$ cat src/rtl/i2c_slave_pkg.sv
// Shared types and constants for the transmit-only I2C slave sequencer.
package i2c_slave_pkg;

  localparam int BYTE_BITS = 8;
  localparam int BIT_CNT_W = 4;

  typedef enum logic [3:0] {
    ST_IDLE,
    ST_RX_ADDR,
    ST_ADDR_CHK,
    ST_ACK_WAIT,
    ST_ADDR_ACK,
    ST_NACK_WAIT,
    ST_ADDR_NACK,
    ST_LOAD,
    ST_TX_BYTE,
    ST_MACK_WAIT,
    ST_MACK_OK,
    ST_MNACK
  } state_t;

  localparam logic [1:0] SDA_IDLE = 2'b00;
  localparam logic [1:0] SDA_ACK  = 2'b01;
  localparam logic [1:0] SDA_NACK = 2'b10;
  localparam logic [1:0] SDA_TX   = 2'b11;

endpackage

$ cat src/rtl/i2c_bit_timer.sv
// Bit/ACK timer: counts SCL rising edges within a byte frame (8 data bits + ACK)
// and emits single-cycle phase pulses derived from the edge that caused them.
module i2c_bit_timer
  import i2c_slave_pkg::*;
(
  input  logic                 clk,
  input  logic                 n_rst,
  input  logic                 enable,
  input  logic                 clear,
  input  logic                 rising_edge,
  input  logic                 falling_edge,
  output logic                 byte_received,
  output logic                 ack_prep,
  output logic                 check_ack,
  output logic                 ack_done,
  output logic [BIT_CNT_W-1:0] bit_cnt
);

  localparam logic [BIT_CNT_W-1:0] LAST_DATA = BIT_CNT_W'(BYTE_BITS - 1);
  localparam logic [BIT_CNT_W-1:0] ACK_BIT   = BIT_CNT_W'(BYTE_BITS);
  localparam logic [BIT_CNT_W-1:0] FRAME_END = BIT_CNT_W'(BYTE_BITS + 1);

  logic [BIT_CNT_W-1:0] bit_cnt_q, bit_cnt_d;
  logic                 rise, fall;

  assign rise = enable & ~clear & rising_edge;
  assign fall = enable & ~clear & falling_edge;

  // bit_cnt holds the number of rising edges seen in the current frame
  assign byte_received = rise && (bit_cnt_q == LAST_DATA);
  assign check_ack     = rise && (bit_cnt_q == ACK_BIT);
  assign ack_prep      = fall && (bit_cnt_q == ACK_BIT);
  assign ack_done      = fall && (bit_cnt_q == FRAME_END);
  assign bit_cnt       = bit_cnt_q;

  always_comb begin
    bit_cnt_d = bit_cnt_q;
    if (clear || ack_done) begin
      bit_cnt_d = '0;
    end else if (rise && (bit_cnt_q < FRAME_END)) begin
      bit_cnt_d = bit_cnt_q + BIT_CNT_W'(1);
    end
  end

  always_ff @(posedge clk or negedge n_rst) begin
    if (!n_rst) begin
      bit_cnt_q <= '0;
    end else begin
      bit_cnt_q <= bit_cnt_d;
    end
  end

endmodule

$ cat src/rtl/i2c_slave_ctrl.sv
// Sequencing FSM for a transmit-only I2C slave (master-read responder).
// Optional SCL-low bus timeout is built when I2C_TIMEOUT_EN is defined.
module i2c_slave_ctrl
  import i2c_slave_pkg::*;
#(
  parameter int TIMEOUT_CYCLES = 4096,
  parameter int TO_W           = 13
) (
  input  logic                 clk,
  input  logic                 n_rst,
  input  logic                 start_found,
  input  logic                 stop_found,
  input  logic                 rising_edge,
  input  logic                 falling_edge,
  input  logic                 address_match,
  input  logic                 rw_mode,
  input  logic                 sda_in,
  input  logic                 scl,
  output logic                 rx_enable,
  output logic                 tx_enable,
  output logic                 read_enable,
  output logic                 load_data,
  output logic [1:0]           sda_mode,
  output logic                 bus_timeout,
  output state_t               dbg_state,
  output logic [BIT_CNT_W-1:0] dbg_bit_cnt
);

  state_t state_q, state_d;
  logic   byte_received, ack_prep, check_ack, ack_done;
  logic   timeout_hit;

  i2c_bit_timer u_timer (
    .clk          (clk),
    .n_rst        (n_rst),
    .enable       (state_q != ST_IDLE),
    .clear        ((state_q == ST_IDLE) || start_found),
    .rising_edge  (rising_edge),
    .falling_edge (falling_edge),
    .byte_received(byte_received),
    .ack_prep     (ack_prep),
    .check_ack    (check_ack),
    .ack_done     (ack_done),
    .bit_cnt      (dbg_bit_cnt)
  );

  always_ff @(posedge clk or negedge n_rst) begin
    if (!n_rst) begin
      state_q <= ST_IDLE;
    end else begin
      state_q <= state_d;
    end
  end

  // STOP beats a coincident START; a START anywhere restarts address reception
  always_comb begin
    state_d = state_q;
    if (stop_found) begin
      state_d = ST_IDLE;
    end else if (start_found) begin
      state_d = ST_RX_ADDR;
    end else if (timeout_hit) begin
      state_d = ST_IDLE;
    end else begin
      case (state_q)
        ST_RX_ADDR:   if (byte_received) state_d = ST_ADDR_CHK;
        ST_ADDR_CHK:  state_d = (address_match && rw_mode) ? ST_ACK_WAIT : ST_NACK_WAIT;
        ST_ACK_WAIT:  if (ack_prep) state_d = ST_ADDR_ACK;
        ST_ADDR_ACK:  if (ack_done) state_d = ST_LOAD;
        ST_NACK_WAIT: if (ack_prep) state_d = ST_ADDR_NACK;
        ST_ADDR_NACK: if (ack_done) state_d = ST_IDLE;
        ST_LOAD:      state_d = ST_TX_BYTE;
        ST_TX_BYTE:   if (ack_prep) state_d = ST_MACK_WAIT;
        ST_MACK_WAIT: if (check_ack) state_d = sda_in ? ST_MNACK : ST_MACK_OK;
        ST_MACK_OK:   if (ack_done) state_d = ST_LOAD;
        ST_MNACK:     if (ack_done) state_d = ST_IDLE;
        default:      state_d = state_q;
      endcase
    end
  end

  always_comb begin
    rx_enable   = 1'b0;
    tx_enable   = 1'b0;
    read_enable = 1'b0;
    load_data   = 1'b0;
    sda_mode    = SDA_IDLE;
    case (state_q)
      ST_RX_ADDR:   rx_enable = 1'b1;
      ST_ADDR_ACK:  sda_mode = SDA_ACK;
      ST_ADDR_NACK: sda_mode = SDA_NACK;
      ST_LOAD: begin
        load_data   = 1'b1;
        read_enable = 1'b1;
      end
      ST_TX_BYTE: begin
        sda_mode  = SDA_TX;
        tx_enable = 1'b1;
      end
      default: ;
    endcase
  end

  assign dbg_state = state_q;

`ifdef I2C_TIMEOUT_EN
  logic [TO_W-1:0] to_cnt_q, to_cnt_d;
  logic            to_pulse_q;

  // Counts consecutive SCL-low cycles while a transfer is in progress
  assign timeout_hit = (state_q != ST_IDLE) && !scl &&
                       (to_cnt_q == TO_W'(TIMEOUT_CYCLES - 1));

  always_comb begin
    to_cnt_d = to_cnt_q + TO_W'(1);
    if ((state_q == ST_IDLE) || scl || timeout_hit) begin
      to_cnt_d = '0;
    end
  end

  always_ff @(posedge clk or negedge n_rst) begin
    if (!n_rst) begin
      to_cnt_q   <= '0;
      to_pulse_q <= 1'b0;
    end else begin
      to_cnt_q   <= to_cnt_d;
      to_pulse_q <= timeout_hit && !stop_found && !start_found;
    end
  end

  assign bus_timeout = to_pulse_q;
`else
  logic unused_timeout_cfg;
  assign unused_timeout_cfg = scl ^ (TIMEOUT_CYCLES != 0) ^ (TO_W != 0);
  assign timeout_hit        = 1'b0;
  assign bus_timeout        = 1'b0;
`endif

endmodule

$ cat config.mk
export PLATFORM = sky130hd
export DESIGN_NAME = i2c_slave_ctrl
export DESIGN_NICKNAME = d
export VERILOG_FILES = /design/src/rtl/i2c_slave_pkg.sv /design/src/rtl/i2c_bit_timer.sv /design/src/rtl/i2c_slave_ctrl.sv
export SDC_FILE = /design/constraint.sdc
export NUM_CORES = 1
export LEC_CHECK = 0
export CAP_MARGIN = 20
export CORE_UTILIZATION = 43
export DETAILED_ROUTE_END_ITERATION = 7
export PLACE_DENSITY = 0.75
export REMOVE_ABC_BUFFERS = 1
export SLEW_MARGIN = 20
export SYNTH_ARGS = -nofsm -noshare
export SYNTH_HDL_FRONTEND = slang
export SYNTH_HIERARCHICAL = 1
export SYNTH_SLANG_ARGS = --single-unit
$ cat constraint.sdc
create_clock -name clk -period 4.3 [get_ports clk]
set_clock_uncertainty 0.2 [all_clocks]
set_input_delay 0.645 -clock clk [delete_from_list [all_inputs] [get_ports clk]]
set_output_delay 0.645 -clock clk [all_outputs]
set_load 0.01 [all_outputs]
* Word level (Yosys, flattened, before mapping)
Cells that the tools add are included.
** Storage, ports and cells
- Flip-flop bits (word level) :: 8
- Bits of input ports :: 10
- Output and inout bits :: 15
- Word-level logic and storage cells :: 62
** Operators by class
- $add $sub $neg :: 1
- $lt $le $gt $ge :: 1
- Equal/unequal tests :: 21
- Muxes and demuxes :: 18
- Bitwise gates (word level) :: 4
- Reductions and logical operators :: 15
** Operators with widths (count)
- 4-bit 2-to-1 mux :: 11
- 4-bit case mux with 9 select lines :: 1
- 4-bit == test, second input constant :: 6
- 4-bit by 3-bit == test with 1-bit output, second input constant :: 5
- 4-bit != test, second input constant :: 5
- 11-bit nonzero test :: 1
- 4-bit by 2-bit == test with 1-bit output, second input constant :: 2
- 4-bit by 1-bit != test with 1-bit output, second input constant :: 2
- 8-bit AND reduction :: 1
- 1-bit logical AND :: 6
- 2-bit case mux with 3 select lines :: 1
- 4-bit by 1-bit adder with 4-bit output, second input constant :: 1
- 4-bit by 1-bit == test with 1-bit output, second input constant :: 1
- 4-bit zero test :: 1
- 4-bit < comparator, second input constant :: 1
- 1-bit 2-to-1 mux :: 4
- 4-bit nonzero test :: 1
- 2-bit OR reduction :: 2
- 1-bit bitwise AND :: 3
- 3-bit 2-to-1 mux :: 1
- 1-bit logical OR :: 2
- 2-bit nonzero test :: 1
- 1-bit NOT :: 1

* Logic depth before layout (Yosys ltp)
Gate-level depths: netlist of the first run.
- Depth in word-level cells :: 10
- Mapped depth :: 10
- Depth with buffers taken out :: 9

* By module
The synthesis of the first run kept the hierarchy.
** Modules (own cells, without submodules)
- i2c_slave_ctrl :: instances 1, cells each 62, area each 490.5 µm², sequential area each 100.1 µm²
- i2c_bit_timer :: instances 1, cells each 32, area each 306.5 µm², sequential area each 100.1 µm²

* Worst setup path after synthesis of the first run
OpenSTA, ideal clock, no wires.
- Path type :: register to register
- From :: register state_q[1] (netlist: dbg_state[1])
- To :: register state_q[1] (netlist: dbg_state[1])
- Arrival :: 2.078 ns
- Data required time :: 4.021 ns
- Slack :: 1.942 ns
- Stages on the path, launching flop included :: 11
- Path buffers :: 1
- Path through :: dfrtp_1 > buf_2 > nor2_1 > nand2_1 > nand2b_1 > and3b_1 > and4b_1 > nand2_1 > a2bb2oi_1 > o221a_4 > mux2i_1
** Between the ends
- Word-level cells in the longest chain between the ends :: 8
- Elaborated cells between the ends (all ways) :: 36
- Classes of those cells :: eq/ne: 18; mux: 3; bitwise: 4; reduce/logical: 11
** RTL lines
- start: declaration :: line i2c_slave_ctrl.sv:29 : state_t state_q, state_d;
- start signal: assignment :: line i2c_slave_ctrl.sv:51 : state_q <= state_d;
- 4-bit zero test :: line i2c_slave_ctrl.sv:37 : .clear ((state_q == ST_IDLE) || start_found),
- 1-bit logical OR :: line i2c_slave_ctrl.sv:37
- 1-bit NOT :: line i2c_bit_timer.sv:26 : assign rise = enable & ~clear & rising_edge;
- 1-bit bitwise AND * (2 in a row) :: line i2c_bit_timer.sv:26
- 1-bit logical AND * :: line i2c_bit_timer.sv:30 : assign byte_received = rise && (bit_cnt_q == LAST_DATA);
- named net byte_received :: line i2c_slave_ctrl.sv:30 : logic byte_received, ack_prep, check_ack, ack_done;
- 4-bit != test (no line) *
- 8-bit AND reduction (no line) *
The timed path passes the listed nets; every way through them passes the cells marked *.
A chain may end at the register's enable or synchronous reset.

* Worst setup path in the final report of the first run
- From :: register state_q[2] (netlist: dbg_state[2])
- To :: output port load_data
** Between the ends
- Word-level cells in the longest chain between the ends :: 2
** RTL lines
- 4-bit by 3-bit == test with 1-bit output :: line i2c_slave_ctrl.sv:88 : case (state_q)
- 1-bit 2-to-1 mux :: line i2c_slave_ctrl.sv:88
- end: declaration :: line i2c_slave_ctrl.sv:22 : output logic load_data,
Every way passes these cells.

==> run metrics, run 1 <==
Post-synth EDFFs 0; Util after Layout 59.2%; Rel. slew slack between 60% and 70%; GR Overflow Total 0; CTS Hold Bufs 0; Max Clk Rate 354 MHz; Worst-path clk slew around 50 ps; Hold WC Path Type register to register; Clock Power Share ~35%; PostCTS Resize Cnt 0; fin crit share 65.7%; Worst Path Class, Setup register to output pin; Avg WL per Cell around 12 um; Internal ~120 uW; startpoint types register; sequential fraction of the synthesis area between 20% and 30%; # diodes 0; pin count of the biggest net entering global routing 20; Yosys Warn Count 6; DRC violations left 0; FF-to-FF path depth 9; post-route design area between 1000 and 1500 sq um; minimum clock period about 2800 ps; Comb pwr share 13.6%; layout cells sized above 1 under 10%; worst skew pair latency about 250 ps; Die X between 40 and 50 um; Via Count approximately 730; CTS buffer count 3; Filler cells between 150 and 200; setup slack after layout about 1500 ps; H-tree depth 1; final hold vios 0; Psw 35.2 uW; # port buffers 22; Max Cap Violations 0; most common cell after layout, fill and taps aside clkdlybuf4s50_1; critical path peak fanout 15; Arr. time, crit path about 2000 ps; Pwr Density ~150 nW/um^2; Final Wtd Congestion roughly 0.8; DR vias/cell about 5.3; Tot GR Track Use roughly 18%; Synth Register Bits 8; Initial Util 46.2%; Root Buffer clkbuf_4; placement row count 15; post-synthesis instance area between 700 and 800 sq um; Initial DRT Pass Iterations 4; Initial DRC Count 7; vias in the first global route ~650; placed cell areas 1000 sq um; Pleak around 0.40 nW; worst slew pin tran about 570 ps; top_reg_cell synth dfrtp_1; core area 1730 sq um; Critical Path End Type output pin; post-layout net count around 130; hpwl dp ~1.2 mm; commonest cells after routing, fill and taps aside clkdlybuf4s50_1 (22), nand2_1 (11), nor2_1 (10); setup bufs post-CTS 0; drt total wl approximately 1.7 mm; ys async rst share 100%; placed cells 134; Mean Syn Cell Area ~8.5 sq um; Clock Tree Buf Depth 2; die height roughly 45 um; remaining antenna violation count 0; CTS Sinks 8; worst path required time 3450 ps; worst vdd ir roughly 210 uV; global-route wire length before repair 2.70 mm; CTS tree done; Final Max Slew Viols 0; Ports 25; Tot Pwr around 160 uW; sequential power share 51.0%; worst hold slack a little over 400 ps; Setup Viol. Count Final 0; hold depth 2; Synth Instances between 90 and 100; RSZ-0062 raised after global routing no; Die ar. 2030 sq um; switching part of the total 22.7%; Area growth, synth to finish 28.3%; initial antenna violation count 0; Yosys cell types a little over 40; Post-Place Setup Slack approximately 1400 ps; outcome finished clean; Setup TNS Final 0 ps; final cell count without fillers roughly 140
==> worst max-delay path, stage by stage (launching register included) <==
cell and delay, ps:
dfrtp_1 630, nor2b_1 290, nor2b_1 240, clkdlybuf4s50_1 570
==> power by group through the flow <==
stage	Sequential [mW]	Clock (mW)	Combinational (mW)
3_3_place_gp	0.0804	0	0.0208
4_1_cts	0.0792	0.0574	0.0212
5_1_grt	0.0795	0.0602	0.0233
2_1_floorplan	0.0801	0	0.00775
3_5_place_dp	0.0804	0	0.0210
6_report	0.0792	0.0548	0.0210
==> registers in the layout (all words and copies together), names as in the netlist <==
signal	flops
u_timer/bit_cnt	4
dbg_state	4
==> metal layers <==
layer / share of wire, % / GRT usage [%] / up-vias
li1: - / - / 369
met1: 46 / 21.8 / 335
met2: 48 / 31.0 / 24
met3: 6.0 / 5.60 / 0
met4: 0 / 4.85 / 0
met5: 0 / 0 / -
==> Yosys cell counts (2+ instances only) <==
library cell  count  area, sq um
nand2_1          11         41.3
nor2_1           10         37.5
dfrtp_1           8          200
ha_1              4         50.1
inv_1             4         15.0
mux2i_1           4         40.0
and2_1            3         18.8
buf_2             3         15.0
buf_4             3         22.5
nand2b_1          3         18.8
nor2b_1           3         18.8
nor3_1            3         15.0
o21ai_0           3         15.0
a21oi_1           2         10.0
a2bb2oi_1         2         17.5
nand3b_1          2         15.0
xnor2_1           2         17.5
==> worst paths after layout <==
kind | startpoint | endpoint | slack (ps)
worst max-delay path | dbg_state[2]$_DFFE_PN0P_ | load_data | 1470
worst min-delay path | u_timer/bit_cnt[1]$_DFFE_PN0P_ | u_timer/bit_cnt[1]$_DFFE_PN0P_ | 400
worst min register to register | u_timer/bit_cnt[1]$_DFFE_PN0P_ | u_timer/bit_cnt[1]$_DFFE_PN0P_ | 400
min in group asynchronous | n_rst | u_timer/bit_cnt[0]$_DFFE_PN0P_ | 460
max in group asynchronous | n_rst | dbg_state[2]$_DFFE_PN0P_ | 3200
worst max register to register | dbg_state[3]$_DFFE_PN0P_ | dbg_state[2]$_DFFE_PN0P_ | 1610
==> cells by family (layout without fill, tap and decap cells) <==
kind of cell,Yosys count,count (layout),share of synthesized area (%)
other cells,1,1,0.471
fa+ha+maj,4,4,6.28
compound gates,21,21,21.0
xor+xnor,2,2,2.20
buf+inv,11,29,8.00
simple gates,43,43,31.9
flops,8,8,25.1
mux,4,4,5.02
==> layout make-up <==
type                            instances  area (sq um)  area share (%)
Clock buffer                            3          22.5            2.20
Inverter                                4          15.0            1.47
Multi-Input combinational cell         75           533            52.1
Sequential cell                         8           200            19.6
Tap cell                               25          31.3            3.06
Timing Repair Buffer                   22           220            21.5
Note: power is estimated with default switching activity, not from simulation.
==> run 2, diff against run 1 <==
--- a/config.mk
+++ b/config.mk
@@ -6,7 +6,7 @@
 export NUM_CORES = 1
 export LEC_CHECK = 0
 export CAP_MARGIN = 20
-export CORE_UTILIZATION = 43
+export CORE_UTILIZATION = 41
 export DETAILED_ROUTE_END_ITERATION = 7
 export PLACE_DENSITY = 0.75
 export REMOVE_ABC_BUFFERS = 1
==> constraint.sdc (replaced) <==
create_clock -name clk -period 2.3 [get_ports clk]
set_clock_uncertainty 0.2 [all_clocks]
set_input_delay 0.345 -clock clk [delete_from_list [all_inputs] [get_ports clk]]
set_output_delay 0.345 -clock clk [all_outputs]
set_load 0.01 [all_outputs]
==> run metrics, run 2 (synthesized netlist as in run 1, its figures left out) <==
Pwr Density 262 nW/um^2 (was 152 nW/um^2); die height 46.1 um (was 45.1 um); register area 200 sq um (unchanged); Worst-path clk slew 50 ps (about the same); placed cells 144 (was 134); remaining antenna violation count 0 (unchanged); global-route wire length before repair 3.12 mm (was 2.70 mm); worst skew pair latency 250 ps (about the same); Psw 68.4 uW (was 35.2 uW); # diodes 0 (unchanged); Internal 228 uW (was 120 uW); Setup Viol. Count Final 0 (unchanged); Arr. time, crit path 2150 ps (was 1980 ps); worst vdd ir 326 uV (was 209 uV); worst path required time 2230 ps (was 3450 ps); initial antenna violation count 0 (unchanged); Root Buffer clkbuf_4 (unchanged); Die ar. 2120 sq um (was 2030 sq um); pin count of the biggest net entering global routing 18 (was 20); core area 1780 sq um (was 1730 sq um); # port buffers 22 (unchanged); layout cells sized above 1 20.5% (was 7.14%); Die X 46.1 um (was 45.1 um); Worst Path Class, Setup register to register (was register to output pin); Hold WC Path Type input port to asynchronous set/reset pin (was register to register); DRC violations left 0 (unchanged); commonest cells after routing, fill and taps aside clkdlybuf4s50_1 (19), nand2_1 (10), buf_4 (10) (was clkdlybuf4s50_1 (22), nand2_1 (11), nor2_1 (10)); vias in the first global route 728 (was 648); Critical Path End Type register (was output pin); Initial DRT Pass Iterations 4 (unchanged); Initial DRC Count 6 (was 7); Pleak 0.476 nW (was 0.395 nW); Clock Tree Buf Depth 2 (unchanged); switching part of the total 23.1% (was 22.7%); Clock Power Share 35.0% (was 35.4%); startpoint types register (unchanged); placement row count 15 (unchanged); CTS buffer count 3 (unchanged); Via Count 774 (was 728); post-layout net count 138 (was 128); Ports 25 (unchanged); Filler cells 162 (was 167); H-tree depth 1 (unchanged); critical path peak fanout 5 (was 15); Initial Util 44.7% (was 46.2%); CTS Hold Bufs 0 (unchanged); final cell count without fillers 147 (was 137); outcome finished clean (unchanged); Comb pwr share 16.7% (was 13.6%); area of the multi-input gates 567 sq um (was 533 sq um); Max Clk Rate about 450 MHz; CTS tree done (unchanged); Max Cap Violations 0 (unchanged); final hold vios 0 (unchanged); Avg WL per Cell 12.9 um (was 12.2 um); r2r setup slk 80 ps (was 1610 ps); minimum clock period around 2200 ps; Final Wtd Congestion 0.836 (was 0.807); GR Overflow Total 0 (unchanged); Final Max Slew Viols 0 (unchanged); CTS Sinks 8 (unchanged); Tot GR Track Use 20.5% (was 18.1%); Area growth, synth to finish 41.9% (was 28.3%); sequential power share 48.3% (was 51.0%); worst hold slack 161 ps (was 404 ps); DR vias/cell 5.27 (was 5.31); most common cell after layout, fill and taps aside clkdlybuf4s50_1 (unchanged); hpwl dp 1.43 mm (was 1.25 mm); fin crit share a little over nine tenths; drt total wl 1.89 mm (was 1.67 mm)
-- run 2: layout make-up --
type / instances / area share (%)
multi-input combinational: 75 / 50.1
timing repair buffer: 32 / 26.1
sequential: 8 / 17.7
tap: 25 / 2.77
clock buffer: 3 / 1.99
inverter: 4 / 1.33
-- run 2: power groups by stage --
stage               logic (mW)  clock network (mW)  registers [mW]
floorplan               0.0145                   0           0.150
global placement        0.0481                   0           0.145
detailed placement      0.0488                   0           0.145
CTS                     0.0492               0.110           0.143
global route            0.0541               0.119           0.143
finish                  0.0495               0.104           0.143
-- run 2: final timing paths --
kind                                                start                             end  depth (start not counted)
max in group asynchronous                           n_rst  u_timer/bit_cnt[2]$_DFFE_PN0P_                          1
max reg2reg                      dbg_state[3]$_DFFE_PN0P_        dbg_state[2]$_DFFE_PN0P_                          9
min in group clk           u_timer/bit_cnt[1]$_DFFE_PN0P_  u_timer/bit_cnt[1]$_DFFE_PN0P_                          2
max                              dbg_state[3]$_DFFE_PN0P_        dbg_state[2]$_DFFE_PN0P_                          9
min reg2reg                u_timer/bit_cnt[1]$_DFFE_PN0P_  u_timer/bit_cnt[1]$_DFFE_PN0P_                          2
min                                                 n_rst        dbg_state[2]$_DFFE_PN0P_                          1
-- run 2: critical path, cell delays in order (launching register included) --
cell	delay, ps
dfrtp_1	420
nor2_2	210
nand2_2	120
nand2b_1	160
and3b_2	240
and4b_1	210
nand2_1	100
a2bb2oi_2	60
o221a_4	250
mux2i_1	120
-- run 2: metal layers --
layer / track usage, % / vias to the layer above / wire [um]
met5: 0 / - / 0
met4: 3.53 / 0 / 0
met3: 5.10 / 0 / 110
met2: 37.2 / 24 / 973
met1: 24.3 / 364 / 807
li1: - / 386 / -
-- run 2: stage by stage --
step / setup TNS (ps) / power (mW) / setup slack (ps) / area [sq um] / utilization [%]
6_report: 0 / 0.296 / 79.3 / 1130 / 63.4
5_1_grt: -2.14 / 0.316 / -2.14 / 1130 / 63.4
4_1_cts: 0 / 0.302 / 17.2 / 1100 / 61.7
3_5_place_dp: -575 / 0.194 / -167 / 1070 / 60.3
3_3_place_gp: -543 / 0.193 / -153 / 1070 / 60.3
2_1_floorplan: -149 / 0.164 / -49.7 / 748 / -
-- run 2: repair_timing --
action / 4_1_cts / 5_1_grt
buffers inserted: 0 / 0
pin swaps: 0 / 2
resized for setup: 4 / 8
endpoints found under the setup margin: 4 / 7
gates cloned: 0 / 0
==> run 3, diff against run 2 <==
--- a/config.mk
+++ b/config.mk
@@ -8,6 +8,7 @@
 export CAP_MARGIN = 20
 export CORE_UTILIZATION = 41
 export DETAILED_ROUTE_END_ITERATION = 7
+export GPL_TIMING_DRIVEN = 0
 export PLACE_DENSITY = 0.75
 export REMOVE_ABC_BUFFERS = 1
 export SLEW_MARGIN = 20
==> run metrics, run 3 (synthesized netlist as in run 1, its figures left out) <==
CTS buffer count 3 (unchanged); hpwl dp 1.24 mm (was 1.43 mm); DRC violations left 0 (unchanged); Arr. time, crit path 2170 ps (was 2150 ps); placement row count 15 (unchanged); worst vdd ir 342 uV (was 326 uV); most common cell after layout, fill and taps aside clkdlybuf4s50_1 (unchanged); pin count of the biggest net entering global routing 10 (was 18); H-tree depth 1 (unchanged); global-route wire length before repair 2.98 mm (was 3.12 mm); drt total wl 1.89 mm (about the same); GR Overflow Total 0 (unchanged); initial antenna violation count 0 (unchanged); startpoint types register (unchanged); post-layout net count 136 (was 138); Worst Path Class, Setup register to register (unchanged); Die X 46.1 um (unchanged); r2r setup slk 80 ps (about the same); area of the multi-input gates 561 sq um (was 567 sq um); # port buffers 22 (unchanged); Tot GR Track Use 19.4% (was 20.5%); # diodes 0 (unchanged); worst setup path start dbg_state[2]$_DFFE_PN0P_ (was dbg_state[3]$_DFFE_PN0P_); worst skew pair latency 240 ps (was 250 ps); minimum clock period 2220 ps (about the same); Max Cap Violations 0 (unchanged); Final Wtd Congestion 0.826 (was 0.836); commonest cells after routing, fill and taps aside clkdlybuf4s50_1 (21), nand2_1 (10), nor2_1 (9) (was clkdlybuf4s50_1 (19), nand2_1 (10), buf_4 (10)); Ports 25 (unchanged); vias in the first global route 706 (was 728); worst path required time 2260 ps (was 2230 ps); Area growth, synth to finish 40.2% (was 41.9%); Initial DRC Count 14 (was 6); final hold vios 0 (unchanged); outcome finished clean (unchanged); CTS Hold Bufs 0 (unchanged); fin crit share 96.5% (was 96.6%); remaining antenna violation count 0 (unchanged); placed cell areas 1000 sq um (was 1070 sq um); CTS tree done (unchanged); Setup crit end dbg_state[3]$_DFFE_PN0P_ (was dbg_state[2]$_DFFE_PN0P_); Clock Tree Buf Depth 2 (unchanged); Final Max Slew Viols 0 (unchanged); Pwr Density 265 nW/um^2 (was 262 nW/um^2); post-route design area 1120 sq um (was 1130 sq um); Reg2Reg Capture Point dbg_state[3]$_DFFE_PN0P_ (was dbg_state[2]$_DFFE_PN0P_); CTS Sinks 8 (unchanged); Avg WL per Cell 13.1 um (was 12.9 um); Post-Place Setup Slack -335 ps (was -167 ps); register area 205 sq um (was 200 sq um); Filler cells 172 (was 162); Via Count 765 (was 774); critical path peak fanout 5 (unchanged); Pleak 0.448 nW (was 0.476 nW); FF-to-FF path depth 9 (unchanged); Worst-path clk slew 50 ps (about the same); core area 1780 sq um (unchanged); RR Startpoint dbg_state[2]$_DFFE_PN0P_ (was dbg_state[3]$_DFFE_PN0P_); Setup Viol. Count Final 0 (unchanged); Initial DRT Pass Iterations 3 (was 4); Initial Util 44.7% (unchanged); setup slack after layout 80.9 ps (was 79.3 ps); Util after Layout 62.7% (was 63.4%); DR vias/cell 5.28 (was 5.27); die height 46.1 um (unchanged); layout cells sized above 1 21.7% (was 20.5%); Critical Path End Type register (unchanged); Die ar. 2120 sq um (unchanged); Hold WC Path Type input port to asynchronous set/reset pin (unchanged); Max Clk Rate 451 MHz (was 450 MHz); Root Buffer clkbuf_4 (unchanged)
==> run 3: worst min path at each step <==
| stage | start | to | slack [ps] | depth (start not counted) |
|---|---|---|---|---|
| after detailed placement | u_timer/bit_cnt[1]$_DFFE_PN0P_ | u_timer/bit_cnt[1]$_DFFE_PN0P_ | 420 | 2 |
| after CTS | n_rst | u_timer/bit_cnt[1]$_DFFE_PN0P_ | 170 | 1 |
| after global placement | u_timer/bit_cnt[1]$_DFFE_PN0P_ | u_timer/bit_cnt[1]$_DFFE_PN0P_ | 400 | 2 |
| final | n_rst | u_timer/bit_cnt[1]$_DFFE_PN0P_ | 160 | 1 |
| after floorplan | n_rst | dbg_state[0]$_DFFE_PN0P_ | -150 | 0 |
| after global routing | n_rst | u_timer/bit_cnt[2]$_DFFE_PN0P_ | 180 | 1 |
==> run 3: cell type report <==
type	count	share of cell area, %
Multi-Input combinational cell	75	50.2
Timing Repair Buffer	30	25.3
Tap cell	25	2.80
Clock buffer	3	2.02
Sequential cell	8	18.4
Inverter	4	1.34
==> run 3: metal layers <==
| metal | GRT usage (%) | part of all wire (%) |
|---|---|---|
| met1 | 22.7 | 44 |
| met2 | 35.5 | 49 |
| met3 | 2.35 | 5.2 |
| met4 | 7.65 | 2.0 |
| met5 | 0 | 0 |
==> run 3: where the power goes <==
group,total (mW),switching [mW],internal [mW]
Sequential,0.143,0.000832,0.143
Clock,0.101,0.0413,0.0593
Combinational,0.0516,0.0249,0.0267
==> run 3: critical path: stages (launching register included) <==
cell       delay [ps]
dfrtp_2           430
nor2_1            240
nand2_2           150
nand2b_4          110
and3b_1           210
and4b_1           220
nand2_1            70
a2bb2oi_1          70
o221a_4           260
o2bb2ai_1         180
==> run 3: timing repair <==
item / 4_1_cts / 5_1_grt
resized for setup: 4 / 7
setup buffers: 8 / 0
pin swaps: 0 / 1
setup endpoints to repair: 10 / 7
==> run 3: metrics by stage <==
step | hold WS (ps) | TNS [ps] | total power, mW | cells
finish | 163 | 0 | 0.296 | 145
global route | 184 | -32.4 | 0.314 | 145
CTS | 165 | 0 | 0.297 | 145
detailed placement | 417 | -1240 | 0.190 | 134
global placement | 397 | -1140 | 0.189 | 134
floorplan | -151 | -149 | 0.164 | 87
